**config.mk**
```make
export PLATFORM = sky130hd
export DESIGN_NAME = qtestpd_mem_stream_master
export DESIGN_NICKNAME = d
export VERILOG_FILES = /design/src/rtl/qtestpd_mem_stream_master.sv
export SDC_FILE = /design/constraint.sdc
export NUM_CORES = 1
export LEC_CHECK = 0
export CAP_MARGIN = 10
export CORE_MARGIN = 1
export CORE_UTILIZATION = 53
export DETAILED_ROUTE_END_ITERATION = 12
export PLACE_DENSITY = 0.81
export RECOVER_POWER = 100
export SETUP_SLACK_MARGIN = 0.4
export SYNTH_ARGS = -nofsm -noshare
export SYNTH_HDL_FRONTEND = slang
export SYNTH_SLANG_ARGS = --single-unit
```
**constraint.sdc**
```tcl
create_clock -name clk_clk -period 4.2 [get_ports clk_clk]
set_input_delay 0.84 -clock clk_clk [delete_from_list [all_inputs] [get_ports clk_clk]]
set_output_delay 0.84 -clock clk_clk [all_outputs]
set_load 0.02 [all_outputs]
```
**src/rtl/qtestpd_mem_stream_master.sv**
```systemverilog
`default_nettype none
// ============================================================================
// Module   : qtestpd_mem_stream_master
// Purpose  : Avalon-MM master turning FILL/DUMP commands into block transfers
//            against a latency-1 on-chip memory, with byte-stream in/out.
// Revision : 1.0 - initial release
// ============================================================================
module qtestpd_mem_stream_master #(
  parameter int ADDR_W = 7,
  parameter int DATA_W = 8
) (
  input  logic              clk_clk,
  input  logic              reset_reset,
  input  logic              cmd_valid,
  output logic              cmd_ready,
  input  logic              cmd_op,
  input  logic [ADDR_W-1:0] cmd_base,
  input  logic [ADDR_W:0]   cmd_len,
  input  logic              in_valid,
  output logic              in_ready,
  input  logic [DATA_W-1:0] in_data,
  output logic              out_valid,
  input  logic              out_ready,
  output logic [DATA_W-1:0] out_data,
  output logic              busy,
  output logic              done,
  output logic [ADDR_W-1:0] mem_address,
  output logic              mem_clken,
  output logic              mem_chipselect,
  output logic              mem_write,
  output logic [DATA_W-1:0] mem_writedata,
  input  logic [DATA_W-1:0] mem_readdata
);

  localparam logic [ADDR_W:0] c_one = 1;

  typedef enum logic [1:0] {
    S_IDLE = 2'd0,
    S_FILL = 2'd1,
    S_DUMP = 2'd2,
    S_DONE = 2'd3
  } state_t;

  state_t            r_state;
  logic [ADDR_W-1:0] r_base;
  logic [ADDR_W:0]   r_len;
  logic [ADDR_W:0]   r_count;
  logic [ADDR_W:0]   r_pop_cnt;
  logic              r_cmd_ready;
  logic              r_in_ready;
  logic              r_busy;
  logic              r_done;

  logic [DATA_W-1:0] r_fifo [2];
  logic              r_rd_ptr;
  logic              r_wr_ptr;
  logic [1:0]        r_occ;
  logic              r_rd_pend;

  logic              w_accept;
  logic              w_out_valid;
  logic              w_pop;
  logic [2:0]        w_inflight;
  logic              w_issue;

  assign w_accept    = r_in_ready & in_valid;
  assign w_out_valid = (r_state == S_DUMP) && (r_occ != 2'd0);
  assign w_pop       = w_out_valid & out_ready;

  // A same-cycle pop frees a slot, which keeps the read pipe at 1 byte/cycle;
  // a full FIFO never issues so buffered + outstanding stays at most 2.
  assign w_inflight = {1'b0, r_occ} + {2'b00, r_rd_pend} - {2'b00, w_pop};
  assign w_issue    = (r_state == S_DUMP) && (r_count < r_len) &&
                      (r_occ != 2'd2) && (w_inflight < 3'd2);

  assign cmd_ready      = r_cmd_ready;
  assign in_ready       = r_in_ready;
  assign out_valid      = w_out_valid;
  assign out_data       = r_fifo[r_rd_ptr];
  assign busy           = r_busy;
  assign done           = r_done;
  assign mem_clken      = 1'b1;
  assign mem_address    = r_base + r_count[ADDR_W-1:0];
  assign mem_chipselect = w_accept | w_issue;
  assign mem_write      = w_accept;
  assign mem_writedata  = w_accept ? in_data : '0;

  always_ff @(posedge clk_clk or posedge reset_reset) begin
    if (reset_reset) begin
      r_state     <= S_IDLE;
      r_base      <= '0;
      r_len       <= '0;
      r_count     <= '0;
      r_pop_cnt   <= '0;
      r_cmd_ready <= 1'b1;
      r_in_ready  <= 1'b0;
      r_busy      <= 1'b0;
      r_done      <= 1'b0;
    end else begin
      case (r_state)
        S_IDLE: begin
          if (cmd_valid) begin
            r_base      <= cmd_base;
            r_len       <= cmd_len;
            r_count     <= '0;
            r_pop_cnt   <= '0;
            r_cmd_ready <= 1'b0;
            r_busy      <= 1'b1;
            if (cmd_len == '0) begin
              r_state <= S_DONE;
              r_done  <= 1'b1;
            end else if (cmd_op) begin
              r_state <= S_DUMP;
            end else begin
              r_state    <= S_FILL;
              r_in_ready <= 1'b1;
            end
          end
        end
        S_FILL: begin
          if (w_accept) begin
            r_count <= r_count + c_one;
            if (r_count == r_len - c_one) begin
              r_state    <= S_DONE;
              r_in_ready <= 1'b0;
              r_done     <= 1'b1;
            end
          end
        end
        S_DUMP: begin
          if (w_issue) r_count <= r_count + c_one;
          if (w_pop) begin
            r_pop_cnt <= r_pop_cnt + c_one;
            if (r_pop_cnt == r_len - c_one) begin
              r_state <= S_DONE;
              r_done  <= 1'b1;
            end
          end
        end
        S_DONE: begin
          r_state     <= S_IDLE;
          r_done      <= 1'b0;
          r_busy      <= 1'b0;
          r_cmd_ready <= 1'b1;
        end
        default: r_state <= S_IDLE;
      endcase
    end
  end

  // Read data returns one cycle after the issue and is pushed unconditionally.
  always_ff @(posedge clk_clk or posedge reset_reset) begin
    if (reset_reset) begin
      r_fifo[0] <= '0;
      r_fifo[1] <= '0;
      r_rd_ptr  <= 1'b0;
      r_wr_ptr  <= 1'b0;
      r_occ     <= 2'd0;
      r_rd_pend <= 1'b0;
    end else begin
      r_rd_pend <= w_issue;
      if (r_rd_pend) begin
        r_fifo[r_wr_ptr] <= mem_readdata;
        r_wr_ptr         <= ~r_wr_ptr;
      end
      if (w_pop) r_rd_ptr <= ~r_rd_ptr;
      r_occ <= r_occ + {1'b0, r_rd_pend} - {1'b0, w_pop};
    end
  end

endmodule
`default_nettype wire

```
==> load_flow_metrics.sql <==
INSERT INTO impl_metrics (metric_group, metric, value, unit) VALUES
('logic_synthesis', 'avgSynthCellArea', '10.4', 'µm²'),
('grt', 'wire_length_of_the_first_global_routing_pass', '13.4', 'mm'),
('placement', 'placed_area', '0.00437', 'mm²'),
('hold_path', 'hold_path_depth', '2', ''),
('clock_tree', 'cts_buffers', '9', ''),
('clock_tree', 'clock_tree.root_cell', 'clkbuf_8', ''),
('floorplanning', 'initial_core_util', '56.3', '%'),
('timing', 'finalClockSkew', '0.0106', 'ns'),
('detailed_routing', 'vias_per_cell', '5.63', ''),
('logic_synthesis', 'postSynth.topFlopCell', 'dfrtp_1', ''),
('worst_setup_path', 'timing.reg2reg.worst_path_depth', '17', ''),
('grt', 'vias_in_the_first_global_route', '2909', ''),
('hold_path', 'hp-start', 'cmd_ready', ''),
('clock_tree', 'clock_tree_from_tritoncts', 'done', ''),
('timing', 'clock.fmax', '269', 'MHz'),
('clock_tree', 'clockBufferDepth', '2', ''),
('worst_setup_path', 'timing.critical_path.to_type', 'output pin', ''),
('worst_setup_path', 'startpoint_type', 'flop', ''),
('detailed_routing', 'drt_wl_total', '7.80', 'mm'),
('hold_path', 'worstHoldPathType', 'flop to flop', ''),
('placement', 'port-buffer-count', '66', ''),
('grt', 'grt_util_all_layers', '23.9', '%'),
('timing', 'setup-tns-final', '0', 'ns'),
('timing', 'setup_violations', '0', ''),
('logic_synthesis', 'synthDistinctLibCells', '55', ''),
('timing', 'max-slew-margin-rel', '4.92', '%'),
('placement', 'routabilityCongestion', '0.790', ''),
('grt', 'total_overflow_reported_by_the_global_router', '0', ''),
('logic_synthesis', 'syn-num-nets', '416', ''),
('flow_run', 'cap_viol_max_count', '0', ''),
('detailed_routing', 'detail_route.wl_per_cell', '15.4', 'µm'),
('logic_synthesis', 'synth-edff-count', '0', ''),
('worst_setup_path', 'crit-reg2reg-launch', 'r_state[0]', ''),
('logic_synthesis', 'synth_async_reset_ratio', '100', '%'),
('detailed_routing', 'drtPass1Iterations', '4', ''),
('clock_tree', 'clock_sinks', '58', ''),
('hold_path', 'hold_path_sink', 'cmd_ready', ''),
('pwr', 'power.leakage', '2.16', 'nW'),
('worst_setup_path', 'critical_path_arrival', '2.88', 'ns'),
('finish', 'nets', '487', ''),
('placement', 'pre_cts_ws', '-0.103', 'ns'),
('grt', 'grt_antenna_before_repair', '0', ''),
('clock_tree', 'clkTransAtPathRegs', '0.07', 'ns'),
('worst_setup_path', 'required', '3.36', 'ns'),
('floorplanning', 'placeableCoreArea', '0.00649', 'mm²'),
('logic_synthesis', 'sequential_to_total_area_share_from_yosys_stat', '39.7', '%'),
('floorplanning', 'fp.dieArea', '0.00724', 'mm²'),
('detailed_routing', 'route.detailed.drc', '0', ''),
('worst_setup_path', 'critical_path.max_stage_delay', '0.48', 'ns'),
('worst_setup_path', 'path_class', 'flop to output pin', ''),
('worst_setup_path', 'crit-reg2reg-capture', 'r_count[5]', ''),
('detailed_routing', 'drtAntennaViolNets', '0', ''),
('timing', 'setup_ws', '0.481', 'ns'),
('timing', 'worst-slew-pin-transition', '1.43', 'ns'),
('finish', 'design_area', '0.00463', 'mm²'),
('floorplanning', 'horizontal_extent_of_the_die', '85.1', 'µm'),
('run_status', 'status', 'complete, no violations', ''),
('grt', 'grt_max_degree', '59', ''),
('logic_synthesis', 'synth.cell_area', '0.00366', 'mm²'),
('clock_tree', 'insertion_delay', '0.35', 'ns'),
('worst_setup_path', 'critPathMaxFanout', '3', ''),
('detailed_routing', 'routed-via-count', '2842', ''),
('floorplanning', 'dieHeight', '85.1', 'µm'),
('logic_synthesis', 'yosys_warnings', '0', ''),
('finish', 'antenna_cells_inserted', '0', ''),
('logic_synthesis', 'synthesis.instances', '352', ''),
('timing', 'timing.final.crit_period', '3.72', 'ns'),
('worst_setup_path', 'timing.critical_path.buf_inv', '3', ''),
('worst_setup_path', 'cp_top_family', 'adder cells', ''),
('pwr', 'power.density', '769', 'mW/mm²'),
('detailed_routing', 'drtIter0Drc', '122', '');
-- through the flow --
step                cells  total power (W)  hold slack (ns)  utilization, %
finish                505          0.00356            0.471            71.3
global route          505          0.00384            0.507            71.3
CTS                   502          0.00365            0.471            71.2
detailed placement    484          0.00301            0.461            67.3
global placement      484          0.00294            0.459            67.3
floorplan             352          0.00240            0.460               -
-- sequential cells by signal (all words and copies together), names as in the netlist --
register and count:
busy 1, cmd_ready 1, done 1, in_ready 1, r_base 7, r_count 8, r_fifo 16, r_len 8
r_occ 2, r_pop_cnt 8, r_rd_pend 1, r_rd_ptr 1, r_state 2, r_wr_ptr 1
-- synth_stat cells, types with 4 or more instances --
master    number  share of area [%]
nor3_1         4               0.55
nor2_1        11                1.1
nand3_1       14                1.9
mux2i_1        4                1.1
inv_1         31                3.2
mux2_2        39                 12
nor2b_1        7                1.2
o21ai_0       13                1.8
nand2_1       19                1.9
xnor2_1       18                4.3
and2_1         4               0.68
a21oi_1       12                1.6
clkbuf_1       9               0.92
ha_1          25                8.5
a21o_1         5                1.0
xor2_1        10                2.4
dfrtp_1       57                 39
and3_1        12                2.1
-- kinds of logic (layout without fill, tap and decap cells) --
family	after synthesis	after routing	synth area share (%)
AOI/OAI and AO/OA	60	60	11.5
xor gates and xnor gates	30	30	7.93
adders and majority gates	27	27	9.64
buffers and inverters	47	123	5.33
DFF	58	58	39.7
muxes	45	45	13.7
other	1	1	0.103
and+or+nand+nor	84	84	12.0
-- worst min-delay path: cells and delay by family, from the launching register on --
| kind | cells | cell delay, ns |
|---|---|---|
| AOI/OAI and AO/OA | 1 | 0.05 |
| buffers and inverters | 1 | 0.04 |
| DFF | 1 | 0.38 |
-- final cells by class --
type | instances | area, µm² | area share [%]
Tap cell | 77 | 96.3 | 2.08
Clock inverter | 7 | 103 | 2.22
Inverter | 31 | 116 | 2.51
Clock buffer | 9 | 124 | 2.68
Sequential cell | 58 | 1450 | 31.4
Multi-Input combinational cell | 247 | 2010 | 43.5
Timing Repair Buffer | 76 | 723 | 15.6
-- worst max-delay path by stage --
stage,start,endpoint,cells after the start
3_3_place_gp,out_ready,mem_chipselect,10
3_5_place_dp,out_ready,mem_chipselect,10
5_1_grt,r_state[0],mem_chipselect,12
6_report,r_state[0],mem_chipselect,12
2_1_floorplan,r_state[0],mem_chipselect,12
4_1_cts,r_state[0],mem_chipselect,12
-- repair_timing --
item	in CTS	in global routing
setup endpoints to repair	1	2
hold buffers	0	0
buffers inserted	2	3
pin swaps	4	4
gates resized for setup	11	5
-- metal layers --
layer / GRT usage (%) / vias to the layer above / share of wire (%)
li1: - / 1383 / -
met2: 42.0 / 99 / 50
met3: 5.93 / 16 / 5.6
met5: 0 / - / 0
met1: 27.7 / 1344 / 42
met4: 10.3 / 0 / 2.2
-- where the power goes --
| group | switching, W | internal, W | leakage, nW |
|---|---|---|---|
| Clock | 0.000245 | 0.000339 | 0.110 |
| Sequential | 0.000239 | 0.000791 | 0.714 |
| Combinational | 0.000982 | 0.000965 | 1.34 |
| Total | 0.00147 | 0.00209 | 2.16 |
(Power assumes the default switching activity.)
